### src/rtl/deser_stream.sv
// deser_stream: packs LANES-bit input beats into WIDTH-bit words.
// Frames may end early, which yields a partial word. Both sides use
// valid/ready handshakes.
//
// Parameters:
//   WIDTH      output word width; must be a multiple of LANES
//   LANES      bits per input beat (1..WIDTH)
//   MSB_FIRST  1: first beat lands at the MSB end; 0: first beat lands at the LSB end
//
// Ports:
//   clk_i             clock; all logic on the rising edge
//   srst_i            synchronous active-high reset
//   data_i            input beat
//   data_val_i        beat valid
//   data_last_i       last beat of the frame (qualified by data_val_i)
//   data_ready_o      block can accept a beat (registered state only)
//   deser_data_o      assembled word; unfilled positions are zero
//   deser_cnt_o       number of valid bits in deser_data_o
//   deser_data_val_o  output word valid (registered)
//   deser_ready_i     downstream accepts the word
module deser_stream #(
  parameter int unsigned WIDTH     = 16,
  parameter int unsigned LANES     = 1,
  parameter int unsigned MSB_FIRST = 1
) (
  input  logic                           clk_i,
  input  logic                           srst_i,
  input  logic [LANES-1:0]               data_i,
  input  logic                           data_val_i,
  input  logic                           data_last_i,
  output logic                           data_ready_o,
  output logic [WIDTH-1:0]               deser_data_o,
  output logic [$clog2(WIDTH+1)-1:0]     deser_cnt_o,
  output logic                           deser_data_val_o,
  input  logic                           deser_ready_i
);

  localparam int unsigned Beats = WIDTH / LANES;
  localparam int unsigned CntW  = $clog2(WIDTH + 1);
  localparam int unsigned BeatW = (Beats > 1) ? $clog2(Beats) : 1;
  localparam logic [BeatW-1:0] LastBeat = BeatW'(Beats - 1);

  logic [WIDTH-1:0] acc_q, acc_d;
  logic [BeatW-1:0] beat_q, beat_d;
  logic             pend_q, pend_d;
  logic [CntW-1:0]  pend_cnt_q, pend_cnt_d;
  logic [WIDTH-1:0] out_q, out_d;
  logic [CntW-1:0]  out_cnt_q, out_cnt_d;
  logic             out_val_q, out_val_d;

  logic             beat_fire;
  logic             out_fire;
  logic             word_done;
  logic             load_ok;
  logic [WIDTH-1:0] beat_word;
  logic [WIDTH-1:0] acc_new;
  logic [CntW-1:0]  cnt_new;

  assign data_ready_o     = ~pend_q;
  assign deser_data_o     = out_q;
  assign deser_cnt_o      = out_cnt_q;
  assign deser_data_val_o = out_val_q;

  assign beat_fire = data_val_i & ~pend_q;
  assign out_fire  = out_val_q & deser_ready_i;
  assign word_done = beat_fire & ((beat_q == LastBeat) | data_last_i);
  // The output register can take a new word if it is empty or is being drained this cycle.
  assign load_ok   = ~out_val_q | out_fire;

  // Unfilled positions of acc_q are always zero, so OR-ing in the shifted beat is enough.
  always_comb begin
    beat_word = '0;
    if (MSB_FIRST != 0) begin
      beat_word = (WIDTH'(data_i) << (WIDTH - LANES)) >> (32'(beat_q) * LANES);
    end else begin
      beat_word = WIDTH'(data_i) << (32'(beat_q) * LANES);
    end
  end

  assign acc_new = acc_q | beat_word;
  assign cnt_new = CntW'((32'(beat_q) + 32'd1) * LANES);

  always_comb begin
    acc_d      = acc_q;
    beat_d     = beat_q;
    pend_d     = pend_q;
    pend_cnt_d = pend_cnt_q;
    out_d      = out_q;
    out_cnt_d  = out_cnt_q;
    out_val_d  = out_val_q;

    if (out_fire) begin
      out_val_d = 1'b0;
    end

    // A pending word is parked in the accumulator; move it out as soon as the output drains.
    if (pend_q && out_fire) begin
      out_d     = acc_q;
      out_cnt_d = pend_cnt_q;
      out_val_d = 1'b1;
      pend_d    = 1'b0;
      acc_d     = '0;
    end

    // beat_fire implies !pend_q, so this never collides with the drain above.
    if (beat_fire) begin
      if (word_done) begin
        beat_d = '0;
        if (load_ok) begin
          out_d     = acc_new;
          out_cnt_d = cnt_new;
          out_val_d = 1'b1;
          acc_d     = '0;
        end else begin
          acc_d      = acc_new;
          pend_d     = 1'b1;
          pend_cnt_d = cnt_new;
        end
      end else begin
        acc_d  = acc_new;
        beat_d = beat_q + 1'b1;
      end
    end
  end

  always_ff @(posedge clk_i) begin
    if (srst_i) begin
      acc_q      <= '0;
      beat_q     <= '0;
      pend_q     <= 1'b0;
      pend_cnt_q <= '0;
      out_q      <= '0;
      out_cnt_q  <= '0;
      out_val_q  <= 1'b0;
    end else begin
      acc_q      <= acc_d;
      beat_q     <= beat_d;
      pend_q     <= pend_d;
      pend_cnt_q <= pend_cnt_d;
      out_q      <= out_d;
      out_cnt_q  <= out_cnt_d;
      out_val_q  <= out_val_d;
    end
  end

endmodule

### config.mk
export PLATFORM = sky130hd
export DESIGN_NAME = deser_stream
export DESIGN_NICKNAME = d
export VERILOG_FILES = /design/src/rtl/deser_stream.sv
export SDC_FILE = /design/constraint.sdc
export NUM_CORES = 1
export LEC_CHECK = 0
export CAP_MARGIN = 0
export CORE_MARGIN = 1.5
export CORE_UTILIZATION = 30
export DETAILED_ROUTE_END_ITERATION = 8
export MAX_ROUTING_LAYER = met4
export PLACE_DENSITY_LB_ADDON = 0.15
export SYNTH_ARGS = -nofsm -noshare
export SYNTH_HDL_FRONTEND = slang
export SYNTH_SLANG_ARGS = --single-unit
### constraint.sdc
create_clock -name clk_i -period 1.85 [get_ports clk_i]
set_input_delay 0.37 -clock clk_i [delete_from_list [all_inputs] [get_ports clk_i]]
set_output_delay 0.37 -clock clk_i [all_outputs]
set_load 0.02 [all_outputs]
==> results of run 1 <==
-- cells by family (layout without fill, tap and decap cells) --
group / Yosys count / count (layout) / synth area share [%]
AND/OR/NAND/NOR: 68 / 68 / 14.5
AO/OA/AOI/OAI: 63 / 63 / 22.6
buffers and inverters: 22 / 62 / 5.58
flip-flops: 48 / 48 / 43.3
multiplexers: 26 / 26 / 12.6
adder cells (fa/ha/maj): 1 / 1 / 0.564
XOR/XNOR: 2 / 2 / 0.789
-- worst max-delay path by stage --
stage | start | end | slack, ns | cells after the start
final | deser_data_val_o | deser_data_val_o | 0.10 | 1
after global routing | deser_data_val_o | deser_data_val_o | 0.02 | 1
after CTS | deser_data_val_o | deser_data_val_o | 0.09 | 1
after detailed placement | data_last_i | deser_data_o[1] | -0.03 | 6
after global placement | deser_ready_i | deser_cnt_o[2] | -0.02 | 8
after floorplan | beat_q[1] | deser_data_o[12] | 0.24 | 7
-- area by class of cell --
class,count,area (µm²)
clock inverters,2,35.0
flip-flops and latches,48,961
inverters,3,11.3
well taps,99,124
repair buffers,51,510
fillers,771,4370
multi-input cells,160,1130
clock buffers,6,72.6
-- state kept, by name, indices dropped and copies added (netlist names) --
| register | cells |
|---|---|
| acc_q | 16 |
| beat_q | 4 |
| deser_cnt_o | 5 |
| deser_data_o | 16 |
| deser_data_val_o | 1 |
| pend_cnt_q | 5 |
| pend_q | 1 |
-- per-layer routing --
layer | routed length [µm] | vias to the layer above
met5 | 0 | -
met4 | 68 | 0
met3 | 142 | 5
met2 | 2430 | 26
met1 | 2570 | 844
li1 | - | 910
-- cell usage in the layout (no fill, tap or decap), drive strengths merged, types with 5 or more instances in the layout --
| cell type | instances |
|---|---|
| nor2 | 33 |
| clkdlybuf4s50 | 27 |
| mux2 | 16 |
| buf | 24 |
| nor3 | 16 |
| mux2i | 10 |
| a211oi | 21 |
| a31oi | 5 |
| a21oi | 27 |
| dfxtp | 48 |
| clkbuf | 6 |
-- report_power, final --
group | total [mW] | switching [mW] | internal (mW)
sequential | 1.09 | 0.0186 | 1.07
combinational | 0.350 | 0.186 | 0.164
clock | 0.769 | 0.367 | 0.402
-- stage by stage --
step / TNS (ns) / utilization [%]
3_3_place_gp: -0.102 / 38.0
3_5_place_dp: -0.287 / 38.0
6_report: 0 / 39.5
5_1_grt: 0 / 39.5
2_1_floorplan: 0 / -
4_1_cts: 0 / 39.5
==> results_tabular.tex, run 1 <==
\begin{tabular}{lr}
\hline
Metric & Value \\
\hline
\multicolumn{2}{l}{\textbf{Final layout}} \\
Post-route cell area & 2850 µm² \\
Count of nets after finishing & about 280 \\
Antenna diodes & 0 \\
Layout cell share with drive strength beyond 1 & around 19\% \\
Cell Count, Final, Fillers Out & approximately 370 \\
Area overhead of the layout relative to synthesis & 28.4\% \\
\multicolumn{2}{l}{\textbf{Placed design}} \\
Pre-CTS WS & -0.0278 ns \\
Placed insts & 361 \\
Post-DP HPWL & approximately 3400 µm \\
GP Congestion & about 0.76 \\
Port-buffer cells & 28 \\
Area post-placement & $\sim$2700 µm² \\
\multicolumn{2}{l}{\textbf{Global route}} \\
First-pass GRT wire length & 8630 µm \\
Global routing usage on met1 & between 15 and 20\% \\
Busiest layer in global routing & met2 \\
Pin count of the biggest net entering global routing & 49 \\
Vias in the first global route & around 1,800 \\
Overflow left after global routing & 0 \\
GR Util All Layers & between 10\% and 20\% \\
GR Layer Usage met2 & roughly a quarter \\
Met3 track utilization from global routing & $\sim$3.3\% \\
Initial antenna violation count & 0 \\
\multicolumn{2}{l}{\textbf{Critical path}} \\
Length in cells of the worst reg-to-reg path & 6 \\
End of the worst register-to-register path & deser\_data\_o[15] \\
Setup slack of the most critical reg-to-reg path & about 0.21 ns \\
Cell family with the largest share of critical-path delay & buffers and inverters \\
Maximum fanout along the worst path & 7 \\
Required time of the critical path & approximately 1.5 ns \\
Reg-to-Reg Start & beat\_q[1] \\
Number of buffer and inverter instances along the worst setup path & 1 \\
Arrival time at the worst endpoint & between 1 and 1.5 ns \\
Kind of end point of the critical path & primary output \\
Worst-path cell chain & clkdlybuf4s50\_1 \\
WS Path Type & reg -> out \\
Critical path's largest stage delay & $\sim$0.64 ns \\
Setup crit start kind & flip-flop \\
Cell type of the slowest stage on the worst timing path & clkdlybuf4s50\_1 \\
\multicolumn{2}{l}{\textbf{Yosys}} \\
Register bit count reported by yosys & 48 \\
Post-synth design cell area & $\sim$2200 µm² \\
Post-Synthesis Net Count & about 240 \\
Fraction of synthesis flops using an asynchronous set or reset pin & 0\% \\
Yosys warning total & 0 \\
Most used flip-flop cell after synthesis & dfxtp\_1 \\
Cell accounting for the most synthesized area & dfxtp\_1 \\
Synthesized netlist cell count & 230 \\
Number of distinct library cell variants in the gate-level netlist after synthesis & 35 \\
Average cell area after synthesis & just under 10 µm² \\
EDFF count, synth & 0 \\
Most frequent cells after synthesis & 48 x dfxtp\_1, 33 x nor2\_1, 26 x a21oi\_1 \\
Most frequently used cell type in the post-synthesis netlist & dfxtp\_1 \\
Top post-synthesis cells by area & dfxtp\_1 43\%, a211oi\_2 9.0\%, mux2\_1 7.6\% \\
Synth top area share & between 40\% and 50\% \\
Share of synthesized area occupied by flip-flops and latches & a little over two fifths \\
\multicolumn{2}{l}{\textbf{Die}} \\
DIE AREA & between 7000 and 8000 µm² \\
Starting Density & 30.8\% \\
Die span in x & 89.0 µm \\
Placeable Area & approximately 7000 µm² \\
Num rows & 31 \\
I/O pin cnt & 29 \\
Die H & around 89 µm \\
\multicolumn{2}{l}{\textbf{Power and ir drop}} \\
Lkg Pwr & around 1.1 nW \\
Maximum vdd drop & 0.263 mV \\
Power density over cell area & 774 nW/µm² \\
Overall power after layout & $\sim$2.2 mW \\
\multicolumn{2}{l}{\textbf{Timing}} \\
Worst slew margin relative to its limit & 76.3\% \\
Final Slew Violations & 0 \\
Post-route minimum period & between 1.5 and 2 ns \\
Fmax & approximately 570 MHz \\
Worst hold slack & $\sim$0.50 ns \\
Final Hold Vio Count & 0 \\
RSZ-0062 raised after global routing & false \\
Final worst path period share & a little over nine tenths \\
Measured slew at the worst slew-check pin & between 0.3 and 0.4 ns \\
Final setup slack of the worst path & between 0.1 and 0.15 ns \\
Final setup violation count & 0 \\
Final Skew & 0.00538 ns \\
\multicolumn{2}{l}{\textbf{Route}} \\
Routed vias & between 1,500 and 2,000 \\
Detailed-route vias per instance & around 4.8 \\
Number of nets with antenna violations after detailed routing & 0 \\
Final wirelength & 5210 µm \\
WL per Instance & 14.1 µm \\
Number of detailed-routing iterations run before antenna repair & 4 \\
DRC Markers & 0 \\
Violation count after the first detailed-route iteration & 95 \\
\multicolumn{2}{l}{\textbf{Clock tree}} \\
Setup repair bufs after CTS & 0 \\
Insertion delay to the later sink of the worst-skew pair & 0.31 ns \\
Clock sink count & 48 \\
Deepest level of the CTS H-tree & 2 \\
Clk root buf & clkbuf\_8 \\
Cts-stage hold buffer count & 0 \\
Clock tree from TritonCTS & yes \\
Post-cts gate resize count & 0 \\
Buffer depth of the longest clock path & 2 \\
Inserted Clock Buffers & 5 \\
Clock-pin slew of the registers on the worst-case setup and hold paths & $\sim$0.090 ns \\
\multicolumn{2}{l}{\textbf{Hold path}} \\
Type of the most critical hold path & reg -> reg \\
Hold EP & pend\_cnt\_q[2] \\
Source of the worst hold timing path & pend\_cnt\_q[2] \\
Hold Path Depth & 2 \\
\multicolumn{2}{l}{\textbf{Outcome}} \\
Run status & finished clean \\
\multicolumn{2}{l}{\textbf{Flow run}} \\
Maximum capacitance violations & 0 \\
\hline
\end{tabular}
Power figures use the tool's default switching activity.
==> inputs of run 2 (changes only) <==
--- a/config.mk
+++ b/config.mk
@@ -5,12 +5,14 @@
 export SDC_FILE = /design/constraint.sdc
 export NUM_CORES = 1
 export LEC_CHECK = 0
+export ABC_AREA = 0
 export CAP_MARGIN = 0
+export CORE_ASPECT_RATIO = 1.1
 export CORE_MARGIN = 1.5
 export CORE_UTILIZATION = 30
 export DETAILED_ROUTE_END_ITERATION = 8
 export MAX_ROUTING_LAYER = met4
-export PLACE_DENSITY_LB_ADDON = 0.15
+export PLACE_DENSITY = 0.57
 export SYNTH_ARGS = -nofsm -noshare
 export SYNTH_HDL_FRONTEND = slang
 export SYNTH_SLANG_ARGS = --single-unit
==> run 2 against run 1 <==
Final cell count shrank 4.3%. Via count decreased by 0.50%. Critical endpoint unchanged. Worst setup slack better by 0.013 ns. Largest power group unchanged. Total power shrank 5.6%. First-iteration DRC count is 58% higher. Combinational power decreased by 2%. Worst hold slack better by 0.0046 ns. Global-route usage fell by 1.3 points. The flow now finishes with violations (design-rule violations). Sequential share of layout area grew 0.56 points.
==> results_tabular.tex, run 2 (synthesized netlist as in run 1, its figures left out) <==
\begin{tabular}{lr}
\hline
Metric & Value \\
\hline
\multicolumn{2}{l}{\textbf{Outcome}} \\
Run status & complete, but fails checks \\
Violated checks & design-rule violations \\
\multicolumn{2}{l}{\textbf{Final layout}} \\
Cell Count, Final, Fillers Out & approximately 350 \\
Top library cells by usage in the layout, fill and taps aside & 48 x dfxtp\_1, 33 x nor2\_1, 27 x clkdlybuf4s50\_1 \\
Count of fill cells added during filler insertion & around 700 \\
Layout cell share with drive strength beyond 1 & a little under a fifth \\
Area overhead of the layout relative to synthesis & 26.3\% \\
Most common cell after layout, fill and taps aside & dfxtp\_1 \\
Antenna diodes & 0 \\
Count of nets after finishing & approximately 270 \\
Post-Route Utilization & $\sim$40\% \\
\multicolumn{2}{l}{\textbf{Die}} \\
Placeable Area & $\sim$7100 µm² \\
Num rows & 32 \\
Die H & between 90 and 100 µm \\
DIE AREA & approximately 7900 µm² \\
I/O pin cnt & 29 \\
Starting Density & $\sim$31\% \\
Die span in x & about 85 µm \\
\multicolumn{2}{l}{\textbf{Timing}} \\
Post-route minimum period & between 1.5 and 2 ns \\
Fmax & 576 MHz \\
Final Slew Violations & 0 \\
Final Skew & between 0.009 and 0.01 ns \\
Worst hold slack & around 0.51 ns \\
Final Hold Vio Count & 0 \\
Final worst path period share & a little over nine tenths \\
Worst slew margin relative to its limit & between 60\% and 70\% \\
RSZ-0062 raised after global routing & false \\
Final setup violation count & 0 \\
Measured slew at the worst slew-check pin & 0.450 ns \\
\multicolumn{2}{l}{\textbf{Critical path}} \\
Kind of end point of the critical path & primary output \\
Levels on crit path & 1 \\
Number of buffer and inverter instances along the worst setup path & 1 \\
Worst-path cell chain & clkdlybuf4s50\_1 \\
Required time of the critical path & around 1.5 ns \\
Cell family with the largest share of critical-path delay & buffers and inverters \\
Critical path's largest stage delay & 0.64 ns \\
Reg-to-Reg Start & beat\_q[2] \\
Critical path endpoint & deser\_data\_val\_o \\
Length in cells of the worst reg-to-reg path & 5 \\
WS Path Type & reg -> out \\
Setup crit start kind & flip-flop \\
Maximum fanout along the worst path & 7 \\
Setup slack of the most critical reg-to-reg path & $\sim$0.20 ns \\
Launch point of the critical path & deser\_data\_val\_o \\
Arrival time at the worst endpoint & around 1.4 ns \\
End of the worst register-to-register path & deser\_data\_o[8] \\
Cell type of the slowest stage on the worst timing path & clkdlybuf4s50\_1 \\
\multicolumn{2}{l}{\textbf{Global route}} \\
Initial antenna violation count & 0 \\
Pin count of the biggest net entering global routing & 49 \\
First-pass GRT wire length & 8230 µm \\
Overflow left after global routing & 0 \\
GR Util All Layers & between 10\% and 20\% \\
Vias in the first global route & roughly 1,700 \\
\multicolumn{2}{l}{\textbf{Clock tree}} \\
Clock tree from TritonCTS & yes \\
Post-cts gate resize count & 0 \\
Buffer depth of the longest clock path & 2 \\
Insertion delay to the later sink of the worst-skew pair & 0.30 ns \\
Clk root buf & clkbuf\_8 \\
Clock sink count & 48 \\
Deepest level of the CTS H-tree & 2 \\
Clock-pin slew of the registers on the worst-case setup and hold paths & around 0.080 ns \\
Cts-stage hold buffer count & 0 \\
Inserted Clock Buffers & 5 \\
Setup repair bufs after CTS & 0 \\
\multicolumn{2}{l}{\textbf{Route}} \\
Detailed-route vias per instance & 5.03 \\
Routed vias & roughly 1,800 \\
Violation count after the first detailed-route iteration & 150 \\
DRC Markers & 1 \\
Number of detailed-routing iterations run before antenna repair & 6 \\
Number of nets with antenna violations after detailed routing & 0 \\
Final wirelength & about 4900 µm \\
WL per Instance & roughly 14 µm \\
\multicolumn{2}{l}{\textbf{Placed design}} \\
Post-DP HPWL & about 3300 µm \\
Port-buffer cells & 28 \\
GP Congestion & 0.752 \\
Placed insts & $\sim$350 \\
\multicolumn{2}{l}{\textbf{Power and ir drop}} \\
Maximum vdd drop & approximately 0.41 mV \\
Power density over cell area & 743 nW/µm² \\
Lkg Pwr & around 1.1 nW \\
Overall power after layout & 2.08 mW \\
\multicolumn{2}{l}{\textbf{Flow run}} \\
Maximum capacitance violations & 0 \\
\multicolumn{2}{l}{\textbf{Hold path}} \\
Type of the most critical hold path & reg -> reg \\
\hline
\end{tabular}
## run 2: cell count changes in the layout (fill, tap and decap cells not counted), sizes merged
cell,change
clkinvlp,+1
buf,-2
bufinv,-1
clkinv,-1
clkbuf,+1
## run 2: worst min-delay path: stages (launching register included)
cell,delay [ns]
dfxtp_1,0.33
mux2i_1,0.07
nor2_1,0.07
## run 2: layout make-up
cell class	instances	area [µm²]	share of cell area [%]
clock buffers	7	86.3	3.08
repair buffers	49	495	17.7
inverters	3	11.3	0.402
flip-flops and latches	48	961	34.3
well taps	85	106	3.79
multi-input cells	160	1130	40.5
clock inverters	1	7.51	0.268
## run 2: how the worst min path moves through the flow
stage             startpoint               to  depth (start not counted)
2_1_floorplan  pend_cnt_q[4]    pend_cnt_q[4]                          2
3_3_place_gp   pend_cnt_q[2]    pend_cnt_q[2]                          2
3_5_place_dp   pend_cnt_q[2]    pend_cnt_q[2]                          2
4_1_cts        pend_cnt_q[2]    pend_cnt_q[2]                          2
5_1_grt               srst_i  deser_data_o[0]                          3
6_report       pend_cnt_q[1]    pend_cnt_q[1]                          2
## run 2: per-stage QoR
step / setup TNS (ns) / instance area (µm²) / setup WS, ns
5_1_grt: 0 / 2800 / 0.0577
6_report: 0 / 2800 / 0.114
2_1_floorplan: 0 / 2220 / 0.244
3_5_place_dp: -0.487 / 2710 / -0.0418
4_1_cts: 0 / 2800 / 0.100
3_3_place_gp: -0.00635 / 2710 / -0.00526
## run 2: per-layer routing
metal | wire, µm | GRT usage [%]
met2 | 2420 | 22.1
met3 | 155 | 3.18
met5 | 0 | -
met1 | 2240 | 16.2
met4 | 42 | 4.78
## run 2: where the power goes
| part | internal (mW) | switching, mW |
|---|---|---|
| Sequential | 1.07 | 0.0196 |
| Combinational | 0.163 | 0.180 |
| Clock | 0.304 | 0.348 |
| Total | 1.54 | 0.548 |
